## src/rtl/board_status_arbiter.sv

```systemverilog
// Cell-status store for the board grid with one access slot per cycle shared by the
// display path (cached per cell), game writes and game reads, plus a board-wide CLEAR sweep.
module board_status_arbiter #(
    parameter int GRID_W = 8,
    parameter int GRID_H = 8,
    parameter int STAT_W = 4
) (
    input  logic                        clk_in,
    input  logic                        rst_n_in,
    input  logic                        disp_en,
    input  logic [$clog2(GRID_W)-1:0]   disp_cell_x,
    input  logic [$clog2(GRID_H)-1:0]   disp_cell_y,
    output logic [STAT_W-1:0]           disp_status,
    input  logic                        wr_req,
    input  logic [$clog2(GRID_W)-1:0]   wr_x,
    input  logic [$clog2(GRID_H)-1:0]   wr_y,
    input  logic [STAT_W-1:0]           wr_data,
    output logic                        wr_ack,
    input  logic                        rd_req,
    input  logic [$clog2(GRID_W)-1:0]   rd_x,
    input  logic [$clog2(GRID_H)-1:0]   rd_y,
    output logic [STAT_W-1:0]           rd_data,
    output logic                        rd_ack,
    input  logic                        clear_req,
    output logic                        busy
);
    localparam int XW    = $clog2(GRID_W);
    localparam int YW    = $clog2(GRID_H);
    localparam int DEPTH = GRID_W * GRID_H;
    localparam int AW    = $clog2(DEPTH);

    typedef enum logic {ST_RUN = 1'b0, ST_CLEAR = 1'b1} state_e;
    typedef enum logic {RR_WRITE = 1'b0, RR_READ = 1'b1} rr_e;

    function automatic logic [AW-1:0] cell_addr(input logic [YW-1:0] y, input logic [XW-1:0] x);
        cell_addr = AW'(y) * AW'(GRID_W) + AW'(x);
    endfunction

    logic [STAT_W-1:0] store_q [DEPTH];

    state_e            state_q, state_d;
    rr_e               rr_q, rr_d;
    logic [AW-1:0]     clr_cnt_q, clr_cnt_d;
    logic              cache_valid_q, cache_valid_d;
    logic [AW-1:0]     cache_addr_q, cache_addr_d;
    logic [STAT_W-1:0] cache_data_q, cache_data_d;
    logic [STAT_W-1:0] disp_status_q, disp_status_d;
    logic [STAT_W-1:0] rd_data_q, rd_data_d;
    logic              wr_ack_q, wr_ack_d;
    logic              rd_ack_q, rd_ack_d;
    logic              busy_q, busy_d;

    logic [AW-1:0]     disp_addr_s, wr_addr_s, rd_addr_s;
    logic              disp_miss_s, slot_free_s, wr_pend_s, rd_pend_s;
    logic              grant_wr_s, grant_rd_s;
    logic              st_we_s;
    logic [AW-1:0]     st_addr_s;
    logic [STAT_W-1:0] st_wdata_s;

    // Slot arbitration: a display miss owns the slot, otherwise round-robin between game requesters.
    always_comb begin
        disp_addr_s = cell_addr(disp_cell_y, disp_cell_x);
        wr_addr_s   = cell_addr(wr_y, wr_x);
        rd_addr_s   = cell_addr(rd_y, rd_x);
        disp_miss_s = disp_en && (!cache_valid_q || (disp_addr_s != cache_addr_q));
        wr_pend_s   = wr_req && !wr_ack_q;
        rd_pend_s   = rd_req && !rd_ack_q;
        slot_free_s = (state_q == ST_RUN) && !clear_req && !disp_miss_s;
        grant_wr_s  = 1'b0;
        grant_rd_s  = 1'b0;
        if (slot_free_s) begin
            if (wr_pend_s && rd_pend_s) begin
                grant_wr_s = (rr_q == RR_WRITE);
                grant_rd_s = (rr_q == RR_READ);
            end else begin
                grant_wr_s = wr_pend_s;
                grant_rd_s = rd_pend_s;
            end
        end else begin
            grant_wr_s = 1'b0;
            grant_rd_s = 1'b0;
        end
    end

    // Next-state, store write port and registered output values.
    always_comb begin
        state_d       = state_q;
        rr_d          = rr_q;
        clr_cnt_d     = clr_cnt_q;
        cache_valid_d = cache_valid_q;
        cache_addr_d  = cache_addr_q;
        cache_data_d  = cache_data_q;
        disp_status_d = disp_status_q;
        rd_data_d     = '0;
        wr_ack_d      = 1'b0;
        rd_ack_d      = 1'b0;
        st_we_s       = 1'b0;
        st_addr_s     = '0;
        st_wdata_s    = '0;
        case (state_q)
            ST_RUN: begin
                if (disp_miss_s) begin
                    disp_status_d = store_q[disp_addr_s];
                    cache_valid_d = 1'b1;
                    cache_addr_d  = disp_addr_s;
                    cache_data_d  = store_q[disp_addr_s];
                end else if (disp_en) begin
                    disp_status_d = cache_data_q;
                end else begin
                    disp_status_d = disp_status_q;
                end
                if (grant_wr_s) begin
                    st_we_s    = 1'b1;
                    st_addr_s  = wr_addr_s;
                    st_wdata_s = wr_data;
                    wr_ack_d   = 1'b1;
                    rr_d       = RR_READ;
                    // Keep the cached pixel coherent with a write to the same cell.
                    if (cache_valid_q && (wr_addr_s == cache_addr_q)) begin
                        cache_data_d  = wr_data;
                        disp_status_d = disp_en ? wr_data : disp_status_q;
                    end else begin
                        cache_data_d  = cache_data_q;
                    end
                end else if (grant_rd_s) begin
                    rd_data_d = store_q[rd_addr_s];
                    rd_ack_d  = 1'b1;
                    rr_d      = RR_WRITE;
                end else begin
                    rr_d = rr_q;
                end
                if (clear_req) begin
                    state_d       = ST_CLEAR;
                    clr_cnt_d     = '0;
                    cache_valid_d = 1'b0;
                    disp_status_d = '0;
                end else begin
                    state_d = ST_RUN;
                end
            end
            ST_CLEAR: begin
                st_we_s       = 1'b1;
                st_addr_s     = clr_cnt_q;
                st_wdata_s    = '0;
                cache_valid_d = 1'b0;
                disp_status_d = '0;
                if (clr_cnt_q == AW'(DEPTH - 1)) begin
                    state_d = ST_RUN;
                end else begin
                    clr_cnt_d = clr_cnt_q + AW'(1);
                end
            end
            default: begin
                state_d       = ST_RUN;
                cache_valid_d = 1'b0;
            end
        endcase
        busy_d = (state_d == ST_CLEAR);
    end

    // Control and output registers.
    always_ff @(posedge clk_in or negedge rst_n_in) begin
        if (!rst_n_in) begin
            state_q       <= ST_RUN;
            rr_q          <= RR_WRITE;
            clr_cnt_q     <= '0;
            cache_valid_q <= 1'b0;
            cache_addr_q  <= '0;
            cache_data_q  <= '0;
            disp_status_q <= '0;
            rd_data_q     <= '0;
            wr_ack_q      <= 1'b0;
            rd_ack_q      <= 1'b0;
            busy_q        <= 1'b0;
        end else begin
            state_q       <= state_d;
            rr_q          <= rr_d;
            clr_cnt_q     <= clr_cnt_d;
            cache_valid_q <= cache_valid_d;
            cache_addr_q  <= cache_addr_d;
            cache_data_q  <= cache_data_d;
            disp_status_q <= disp_status_d;
            rd_data_q     <= rd_data_d;
            wr_ack_q      <= wr_ack_d;
            rd_ack_q      <= rd_ack_d;
            busy_q        <= busy_d;
        end
    end

    // Cell-status store, single write port.
    always_ff @(posedge clk_in or negedge rst_n_in) begin
        if (!rst_n_in) begin
            for (int i = 0; i < DEPTH; i++) begin
                store_q[i] <= '0;
            end
        end else if (st_we_s) begin
            store_q[st_addr_s] <= st_wdata_s;
        end
    end

    assign disp_status = disp_status_q;
    assign rd_data     = rd_data_q;
    assign wr_ack      = wr_ack_q;
    assign rd_ack      = rd_ack_q;
    assign busy        = busy_q;

endmodule

```

## config.mk

```make
export PLATFORM = sky130hd
export DESIGN_NAME = board_status_arbiter
export DESIGN_NICKNAME = d
export VERILOG_FILES = /design/src/rtl/board_status_arbiter.sv
export SDC_FILE = /design/constraint.sdc
export NUM_CORES = 1
export LEC_CHECK = 0
export CORE_MARGIN = 2
export CORE_UTILIZATION = 30
export DETAILED_ROUTE_END_ITERATION = 16
export PLACE_DENSITY_LB_ADDON = 0.15
export RECOVER_POWER = 25
export REMOVE_ABC_BUFFERS = 1
export SKIP_LAST_GASP = 1
export SLEW_MARGIN = 5
export SYNTH_ARGS = -nofsm -noshare
export SYNTH_HDL_FRONTEND = slang
export SYNTH_SLANG_ARGS = --single-unit
export TNS_END_PERCENT = 1
```

## constraint.sdc

```tcl
create_clock -name clk_in -period 6.85 [get_ports clk_in]
set_input_delay 1.0275 -clock clk_in [delete_from_list [all_inputs] [get_ports clk_in]]
set_output_delay 1.0275 -clock clk_in [all_outputs]
set_load 0.01 [all_outputs]
```

==> impl_metrics.tcl <==
set metrics [dict create \
    cts_sinks 285 \
    avgViaCountPerCell 5.53 \
    syn_to_final_growth_pct 14.3 \
    finalCriticalPeriod_ns 4.10 \
    antenna_left 0 \
    cp-end-kind "flip-flop" \
    grt_use_total 0.183 \
    hold_class "reg2reg" \
    hold_path.startpoint "cache_data_q[3]$_DFFE_PN0P_" \
    violations "capacitance limit, slew limit" \
    num_rows 84 \
    grt_pass1_wl_um 75800 \
    r2r_start "busy$_DFF_PN0_" \
    setup_tns_ns 0 \
    grt_max_degree 167 \
    portBuffers 38 \
    min_path_cells 2 \
    cts_tree "built" \
    r2r_slack_ns 3.52 \
    cts_setup_buffers 0 \
    num_io_pins 39 \
    yosys.area.top_type_share 0.443 \
    maxCapViolCount 1 \
    yosysWarningCount 0 \
    postCtsResizedCells 0 \
    p_leak_nw 8.15 \
    fin_crit_sh 0.598 \
    post-place-ws_ns 2.22 \
    gp_congestion 0.855 \
    synth_edf_count 0 \
    grt_overflow 0 \
    path_clk_slew_ns 0.05 \
    route.detailed.drc 0 \
    finalNonFillerCells 1911 \
    drt-total-wl_um 50200 \
    fin_ws_ns 2.75 \
    dpl.cell_count 1845 \
    postCtsHoldBufs 0 \
    final_core_utilization 0.349 \
    htreeDepth 2 \
    design_area_sq_um 18400 \
    cts.path.max_buffers 3 \
    r2r-end "store_q[174]$_DFFE_PN0P_" \
    final-setup-viol-count 0 \
    synth_area_sq_um 16100 \
    skew_ns 0.0271 \
    routed-via-count 10600 \
    ff2ff_path_depth 7 \
    cp_data_required_time_ns 7.28 \
    fmax_mhz 244 \
    cp-startpoint "disp_cell_x[2]" \
    grt_pass1_vias 11100 \
    min_to "cache_data_q[3]$_DFFE_PN0P_" \
    timing.hold.ws_ns 0.482 \
    antenna_cells 0 \
    start_kind "primary input" \
    worstPathArrival_ns 4.53 \
    die_x_um 236 \
    wire_per_inst_um 26.3 \
    worstSetupPathType "in2reg" \
    postSynthCellCount 1188 \
    dpl_cell_area_sq_um 17100 \
    n_fill_cell 5081 \
    synth_cell_types 68 \
    slew_violations 120 \
    seq_area_frac_synth 0.443 \
    synth_area_leaders "dfrtp_1 44%, mux2_2 17%, mux4_2 17%, mux2i_1 4.0%, nor2_1 1.5%" \
    ys_ff_latch 285 \
    dieArea_sq_um 55500 \
    start_util 0.305 \
    tightest_slew_ns 3.13 \
    grt_antenna_before_repair 1 \
    worstPathMaxFanout 30 \
    power_mw 4.79 \
    avgSynthCellArea_sq_um 13.5 \
    final-hold-violation-count 0 \
    ys.flop_type "dfrtp_1" \
    slew_headroom -1.09 \
    drt_iter0_drc 834 \
    ir_drop_v 0.000145 \
    cts-root-buf "clkbuf_16" \
    coreArea_sq_um 52800 \
    synth.largest_area_cell "dfrtp_1" \
    drt-pass1-iter-count 5 \
    p_per_area_nw_per_um2 260 \
    status "finished, violations left" \
    hpwlAfterDp_um 34100 \
    final_nets 1225 \
    die_h_um 236 \
    seq_area_sq_um 7130 \
    async_flop_share 1.00 \
    rsz0062_at_grt "false" \
    multi_input_area_sq_um 8550 \
    insertion_delay_ns 0.56 \
    cts_buffers 37 \
    drive_gt1_frac 0.387 \
]
## cell families after synthesis
kind of cell               share of synthesized area
AOI/OAI and AO/OA                             0.0602
xor gates and xnor gates                     0.00855
adders and majority gates                   0.000777
buffers and inverters                         0.0263
DFF                                            0.443
muxes                                          0.393
and+or+nand+nor                               0.0676
## sequential cells by signal, indices dropped and copies added (netlist names)
signal / cells
wr_ack: 1
rd_ack: 1
disp_status: 4
cache_valid_q: 1
cache_addr_q: 6
rd_data: 4
clr_cnt_q: 6
busy: 1
rr_q: 1
store_q: 256
cache_data_q: 4
## cells in the final DEF (no fill, tap or decap), types with 3 or more instances in the layout
cell type and n:
nand4_1 6, a21oi_1 9, clkbuf_8 10, a22o_1 3, and3_1 3, mux2_1 19, o22ai_1 5, nand2b_1 20
nand3_1 16, nor2_1 64, and2_1 4, mux4_2 120, a31oi_1 7, nor2_4 3, o21ai_0 15, and3_2 3
a22oi_1 28, clkbuf_16 39, dfrtp_1 285, o21ai_1 3, buf_4 21, inv_1 8, mux2_2 241, o21bai_1 3
a211oi_2 3, nand2_1 43, a211oi_1 11, nor3_1 19, mux2i_1 64, o211ai_1 4, mux2_4 4, nor2b_1 17
bufinv_16 3, xor2_1 7, clkbuf_1 9, xnor2_1 5, clkdlybuf4s50_1 32, nor4_1 3
## report_power, final
group	switching (mW)	internal, mW	total [mW]
clock	0.775	1.26	2.04
combinational	0.600	0.309	0.909
sequential	0.0937	1.75	1.84
total	1.47	3.32	4.79
## per-layer routing
metal,GRT usage,wire length (um),up-vias
met1,0.260,23600,5644
met4,0.0537,1340,0
met2,0.287,23000,282
met5,0,0,-
met3,0.0314,2270,71
li1,-,-,4568
## critical path: stages
cell	delay, ns
clkdlybuf4s50_1	0.46
buf_4	0.34
xor2_1	0.18
o41a_1	0.66
o31ai_4	0.52
nand2b_1	0.45
nor2_1	0.49
mux2_2	0.38
## worst max-delay path by stage
| stage | to | slack [ns] |
|---|---|---|
| floorplan | store_q[0]$_DFFE_PN0P_ | 2.55 |
| global placement | disp_status[3]$_DFFE_PN0P_ | 1.95 |
| detailed placement | store_q[46]$_DFFE_PN0P_ | 2.22 |
| CTS | store_q[174]$_DFFE_PN0P_ | 2.79 |
| global route | store_q[81]$_DFFE_PN0P_ | 2.60 |
| finish | store_q[174]$_DFFE_PN0P_ | 2.75 |
## cells in the mapped netlist, drive strengths merged, types with 3 or more instances
cell       n
a2111oi    3
a211oi    14
a21oi      9
a22o       3
a22oi     28
a31oi      7
and2       6
and3       6
buf       28
clkbuf    63
dfrtp    285
inv        8
mux2     264
mux2i     64
mux4     120
nand2     45
nand2b    20
nand3     16
nand4      7
nor2      67
nor2b     18
nor3      19
nor4       3
o211ai     6
o21ai     18
o21bai     3
o22ai      5
or2        3
or3        3
xnor2      7
xor2       7
## cell type report
cell class	count	share of cell area
Clock buffer	58	0.0624
Clock inverter	8	0.00680
Inverter	8	0.00163
Multi-Input combinational cell	804	0.465
Sequential cell	285	0.388
Tap cell	688	0.0468
Timing Repair Buffer	60	0.0301
(Power assumes the default switching activity.)
